[config.mk]
export PLATFORM = sky130hd
export DESIGN_NAME = mem_arbiter
export DESIGN_NICKNAME = d
export VERILOG_FILES = /design/src/rtl/mem_arbiter.sv
export SDC_FILE = /design/constraint.sdc
export NUM_CORES = 1
export LEC_CHECK = 0
export CAP_MARGIN = 30
export CORE_MARGIN = 4
export CORE_UTILIZATION = 41
export CTS_CLUSTER_SIZE = 12
export DETAILED_ROUTE_END_ITERATION = 10
export PLACE_DENSITY = 0.8
export SYNTH_ARGS = -nofsm -noshare
export SYNTH_HDL_FRONTEND = slang
export SYNTH_SLANG_ARGS = --single-unit
[constraint.sdc]
create_clock -name clk -period 2.6 [get_ports clk]
set_clock_uncertainty 0.2 [all_clocks]
set_input_delay 0.52 -clock clk [delete_from_list [all_inputs] [get_ports clk]]
set_output_delay 0.52 -clock clk [all_outputs]
set_load 0.01 [all_outputs]
[src/rtl/mem_arbiter.sv]
// mem_arbiter: shares one memory port between an instruction-fetch requester
// and a data load/store requester. Data accesses win over fetches when both
// wait in IDLE. Every bus cycle is registered and held until mem_ready is
// sampled. The requester sees a one-cycle done pulse that drops its stall.
// An IDLE cycle separates consecutive transactions.
//
// Optional build macro: FETCH_BUF_EN adds a one-entry fetch buffer
// (valid/tag/word). A repeated fetch of the last fetched address is then
// served without a bus cycle. A completed store to that address invalidates
// the entry.
//
// Ports
//   clk, rst           clock, asynchronous active-low reset
//   i_req/i_addr       fetch request and address (held while stalled)
//   i_rdata/i_stall    fetched word, fetch-pending indication
//   d_req/d_we/d_addr/d_wdata  data request, store flag, address, store data
//   d_rdata/d_stall    load result, data-pending indication
//   mem_req/mem_we/mem_addr/mem_wdata  registered shared memory request
//   mem_rdata/mem_ready                memory read data and completion
module mem_arbiter #(
    parameter int ADDR_W = 32,
    parameter int DATA_W = 32
) (
    input  logic              clk,
    input  logic              rst,
    input  logic              i_req,
    input  logic [ADDR_W-1:0] i_addr,
    output logic [DATA_W-1:0] i_rdata,
    output logic              i_stall,
    input  logic              d_req,
    input  logic              d_we,
    input  logic [ADDR_W-1:0] d_addr,
    input  logic [DATA_W-1:0] d_wdata,
    output logic [DATA_W-1:0] d_rdata,
    output logic              d_stall,
    output logic              mem_req,
    output logic              mem_we,
    output logic [ADDR_W-1:0] mem_addr,
    output logic [DATA_W-1:0] mem_wdata,
    input  logic [DATA_W-1:0] mem_rdata,
    input  logic              mem_ready
);

    localparam logic [1:0] IDLE = 2'd0;
    localparam logic [1:0] DATA = 2'd1;
    localparam logic [1:0] INST = 2'd2;

    logic [1:0] state;
    logic       iDone;
    logic       dDone;
    // Set once the owner of the current bus cycle lets go of its request.
    // The cycle still finishes on the bus, but its result is dropped.
    logic       xferAbort;
    logic       reqLive;

`ifdef FETCH_BUF_EN
    logic              bufValid;
    logic [ADDR_W-1:0] bufTag;
    logic [DATA_W-1:0] bufWord;
    logic              bufHit;

    assign bufHit = bufValid && (i_addr == bufTag);
`endif

    assign i_stall = i_req & ~iDone;
    assign d_stall = d_req & ~dDone;
    assign reqLive = (state == DATA) ? d_req : i_req;

    always_ff @(posedge clk or negedge rst) begin
        if (!rst) begin
            state     <= IDLE;
            mem_req   <= 1'b0;
            mem_we    <= 1'b0;
            mem_addr  <= '0;
            mem_wdata <= '0;
            i_rdata   <= '0;
            d_rdata   <= '0;
            iDone     <= 1'b0;
            dDone     <= 1'b0;
            xferAbort <= 1'b0;
`ifdef FETCH_BUF_EN
            bufValid  <= 1'b0;
`endif
        end else begin
            // Done flags are single-cycle pulses.
            iDone <= 1'b0;
            dDone <= 1'b0;
            case (state)
                IDLE: begin
                    // A request whose done flag is high is the one that just
                    // completed, so it is not granted again.
                    if (d_req && !dDone) begin
                        state     <= DATA;
                        mem_req   <= 1'b1;
                        mem_we    <= d_we;
                        mem_addr  <= d_addr;
                        mem_wdata <= d_wdata;
                        xferAbort <= 1'b0;
                    end else if (i_req && !iDone) begin
`ifdef FETCH_BUF_EN
                        if (bufHit) begin
                            iDone   <= 1'b1;
                            i_rdata <= bufWord;
                        end else begin
                            state     <= INST;
                            mem_req   <= 1'b1;
                            mem_we    <= 1'b0;
                            mem_addr  <= i_addr;
                            xferAbort <= 1'b0;
                        end
`else
                        state     <= INST;
                        mem_req   <= 1'b1;
                        mem_we    <= 1'b0;
                        mem_addr  <= i_addr;
                        xferAbort <= 1'b0;
`endif
                    end
                end
                DATA, INST: begin
                    if (mem_ready) begin
                        state   <= IDLE;
                        mem_req <= 1'b0;
                        mem_we  <= 1'b0;
                        if (!xferAbort && reqLive) begin
                            if (state == DATA) begin
                                dDone <= 1'b1;
                                if (!mem_we) begin
                                    d_rdata <= mem_rdata;
                                end
                            end else begin
                                iDone   <= 1'b1;
                                i_rdata <= mem_rdata;
                            end
                        end
`ifdef FETCH_BUF_EN
                        // The buffer refills even on a discarded fetch: the
                        // word read from memory is still correct.
                        if (state == INST) begin
                            bufValid <= 1'b1;
                        end else if (mem_we && (mem_addr == bufTag)) begin
                            bufValid <= 1'b0;
                        end
`endif
                    end else if (!reqLive) begin
                        xferAbort <= 1'b1;
                    end
                end
                default: begin
                    state   <= IDLE;
                    mem_req <= 1'b0;
                    mem_we  <= 1'b0;
                end
            endcase
        end
    end

`ifdef FETCH_BUF_EN
    // Tag and word are qualified by bufValid, so they do not need a reset.
    always_ff @(posedge clk) begin
        if ((state == INST) && mem_ready) begin
            bufTag  <= mem_addr;
            bufWord <= mem_rdata;
        end
    end
`endif

endmodule
==> impl_metrics.json <==
{
  "status": "finished with violations",
  "violations": "negative hold slack",
  "io_pins": 266,
  "clock.fmax_mhz": 393,
  "clock_latency_ns": 0.41,
  "drt-initial-drc-count": 188,
  "num_vias": 3940,
  "synth.distinct_cells": 29,
  "firstDrtPassIters": 4,
  "worstReg2RegEnd": "d_rdata[22]$_DFFE_PN0P_",
  "finalWorstSetupSlack_ns": 0.0542,
  "syn-num-nets": 481,
  "avgSynthCellArea_um2": 16.4,
  "hold_class": "in -> async",
  "synth_top_area_frac": 0.597,
  "synth_area_leaders": "dfrtp_1 (60%), mux2_2 (25%), mux2_4 (7.2%)",
  "crit_path_start_kind": "input port",
  "peakVddDrop_mv": 0.690,
  "die_area_um2": 15700,
  "track_usage": 0.196,
  "final_cell_area_um2": 9160,
  "power_density_nw_per_um2": 1200,
  "core_um2": 13400,
  "area_growth_pct": 61.9,
  "postCtsSetupRepairBufs": 0,
  "root_buffer": "clkbuf_16",
  "synth.cells.most_frequent": "dfrtp_1 (135), mux2_2 (128), mux2_4 (27)",
  "antenna_cells": 0,
  "synthArstFlopShare": 1.00,
  "worstPathMaxFanout": 3,
  "final_nets": 758,
  "antenna_found_initial": 0,
  "start_util": 0.422,
  "numCtsBuffers": 17,
  "clkTransAtPathRegs_ns": 0.06,
  "routabilityCongestion": 0.826,
  "finalCritPeriodShare": 0.979,
  "wirelength_mm": 15.1,
  "netlist_area_um2": 5660,
  "reg2reg_from": "state[0]$_DFFE_PN0P_",
  "gr-total-overflow": 0,
  "period_needed_ns": 2.55,
  "rrSetupSlack_ns": 0.51,
  "htreeDepth": 4,
  "grt_max_degree": 136,
  "hold_buffers": 0,
  "path_class": "in -> out",
  "dpl_worst_slack_ns": 0.0719,
  "cts_num_sinks": 135,
  "grt_first_pass_wirelength_mm": 24.3,
  "dp_hpwl_mm": 11.1,
  "placed_area_um2": 8550,
  "die_height_um": 125,
  "netlist_instances": 345,
  "n_fill_cell": 943,
  "final-setup-viol-count": 0,
  "power_leakage_nw": 3.89,
  "detail-route-antenna-nets": 0,
  "rsz0062_at_grt": "no",
  "clockBufferDepth": 2,
  "avgViaCountPerCell": 4.86,
  "hold_violations": 8,
  "cts.repair.resized": 0,
  "synth-edff-count": 0,
  "synth_top_area_cell": "dfrtp_1",
  "slew_headroom": 0.499,
  "rows": 42,
  "maxCapViolations": 0,
  "ys_seq_elements": 135,
  "drc_errors": 0,
  "yosysMostFrequentCell": "dfrtp_1",
  "finalSetupTns_ns": 0,
  "worst_pin_slew_ns": 0.751,
  "die_x_um": 125,
  "io_buffers": 265,
  "finalMaxSlewViolations": 0,
  "synth_ff_type": "dfrtp_1",
  "arrival_ns": 1.83,
  "ys_seq_area_frac": 0.597,
  "post_drt_wl_per_cell_um": 18.6,
  "critical_path_required_ns": 1.88,
  "crit_path_end_kind": "output port",
  "yosysWarnings": 0,
  "cts_tree": "built",
  "holdWs_ns": -0.0184,
  "reg2regPathDepth": 6,
  "grt_pass1_vias": 4417,
  "drive_gt1_frac": 0.326
}
layer usage:
layer	routed length, µm	vias to the layer above	share of wire	global-route usage
met5	0	-	0	0
met4	245	0	0.016	0.0682
met3	1340	18	0.089	0.0776
met2	7750	168	0.51	0.340
met1	5750	1962	0.38	0.220
li1	-	1792	-	-
registers in the layout, summed over array words and instances, names as in the netlist, 2 cells and up:
name       count
mem_wdata     32
mem_addr      32
i_rdata       32
d_rdata       32
state          2
power by group:
group | internal (mW) | switching, mW | leakage, nW
combinational | 3.05 | 1.80 | 1.97
sequential | 3.15 | 0.539 | 1.63
clock | 1.58 | 0.883 | 0.294
total | 7.77 | 3.22 | 3.89
worst max-delay path: stages:
cell and delay, ns:
clkdlybuf4s50_1 0.57, nand2b_2 0.13, inv_2 0.08, clkdlybuf4s50_1 0.53
through the flow:
step | util | cells | hold slack, ns | total power, mW
2_1_floorplan | - | 345 | 0.0244 | 5.80
3_3_place_gp | 0.638 | 779 | 0.270 | 8.45
3_5_place_dp | 0.638 | 779 | 0.279 | 8.61
4_1_cts | 0.684 | 811 | 0.0559 | 11.1
5_1_grt | 0.684 | 811 | 0.0783 | 11.6
6_report | 0.684 | 811 | -0.0184 | 11.0
cell usage in the layout (no fill, tap or decap), types with 4 or more instances in the layout:
cell,count
clkdlybuf4s50_1,264
dfrtp_1,135
mux2_2,128
mux2_4,27
clkbuf_16,17
buf_4,6
buf_12,6
mux2_1,5
clkinv_2,4
clkinvlp_4,4
worst max path at each step:
stage / start / end / cells after the start
after detailed placement: d_req / d_stall / 4
final: d_req / d_stall / 4
after global placement: d_req / d_stall / 4
after global routing: d_req / d_stall / 4
after floorplan: state[0]$_DFFE_PN0P_ / d_rdata[10]$_DFFE_PN0P_ / 6
after CTS: d_req / d_stall / 4
cell families (layout without fill, tap and decap cells):
family / Yosys count / in the layout / synth area share
muxes: 160 / 160 / 0.336
DFF: 135 / 135 / 0.597
buffers and inverters: 22 / 312 / 0.0287
adders and majority gates: 2 / 2 / 0.00442
and+or+nand+nor: 15 / 15 / 0.0195
AOI/OAI and AO/OA: 11 / 11 / 0.0139
area by class of cell:
class / count / area, µm² / area share
Sequential cell: 135 / 3380 / 0.369
Timing Repair Buffer: 276 / 2810 / 0.306
Multi-Input combinational cell: 188 / 2120 / 0.232
Clock buffer: 20 / 467 / 0.0509
Tap cell: 176 / 220 / 0.0240
Clock inverter: 12 / 149 / 0.0163
Inverter: 4 / 15.0 / 0.00164
Note: power is estimated with default switching activity, not from simulation.
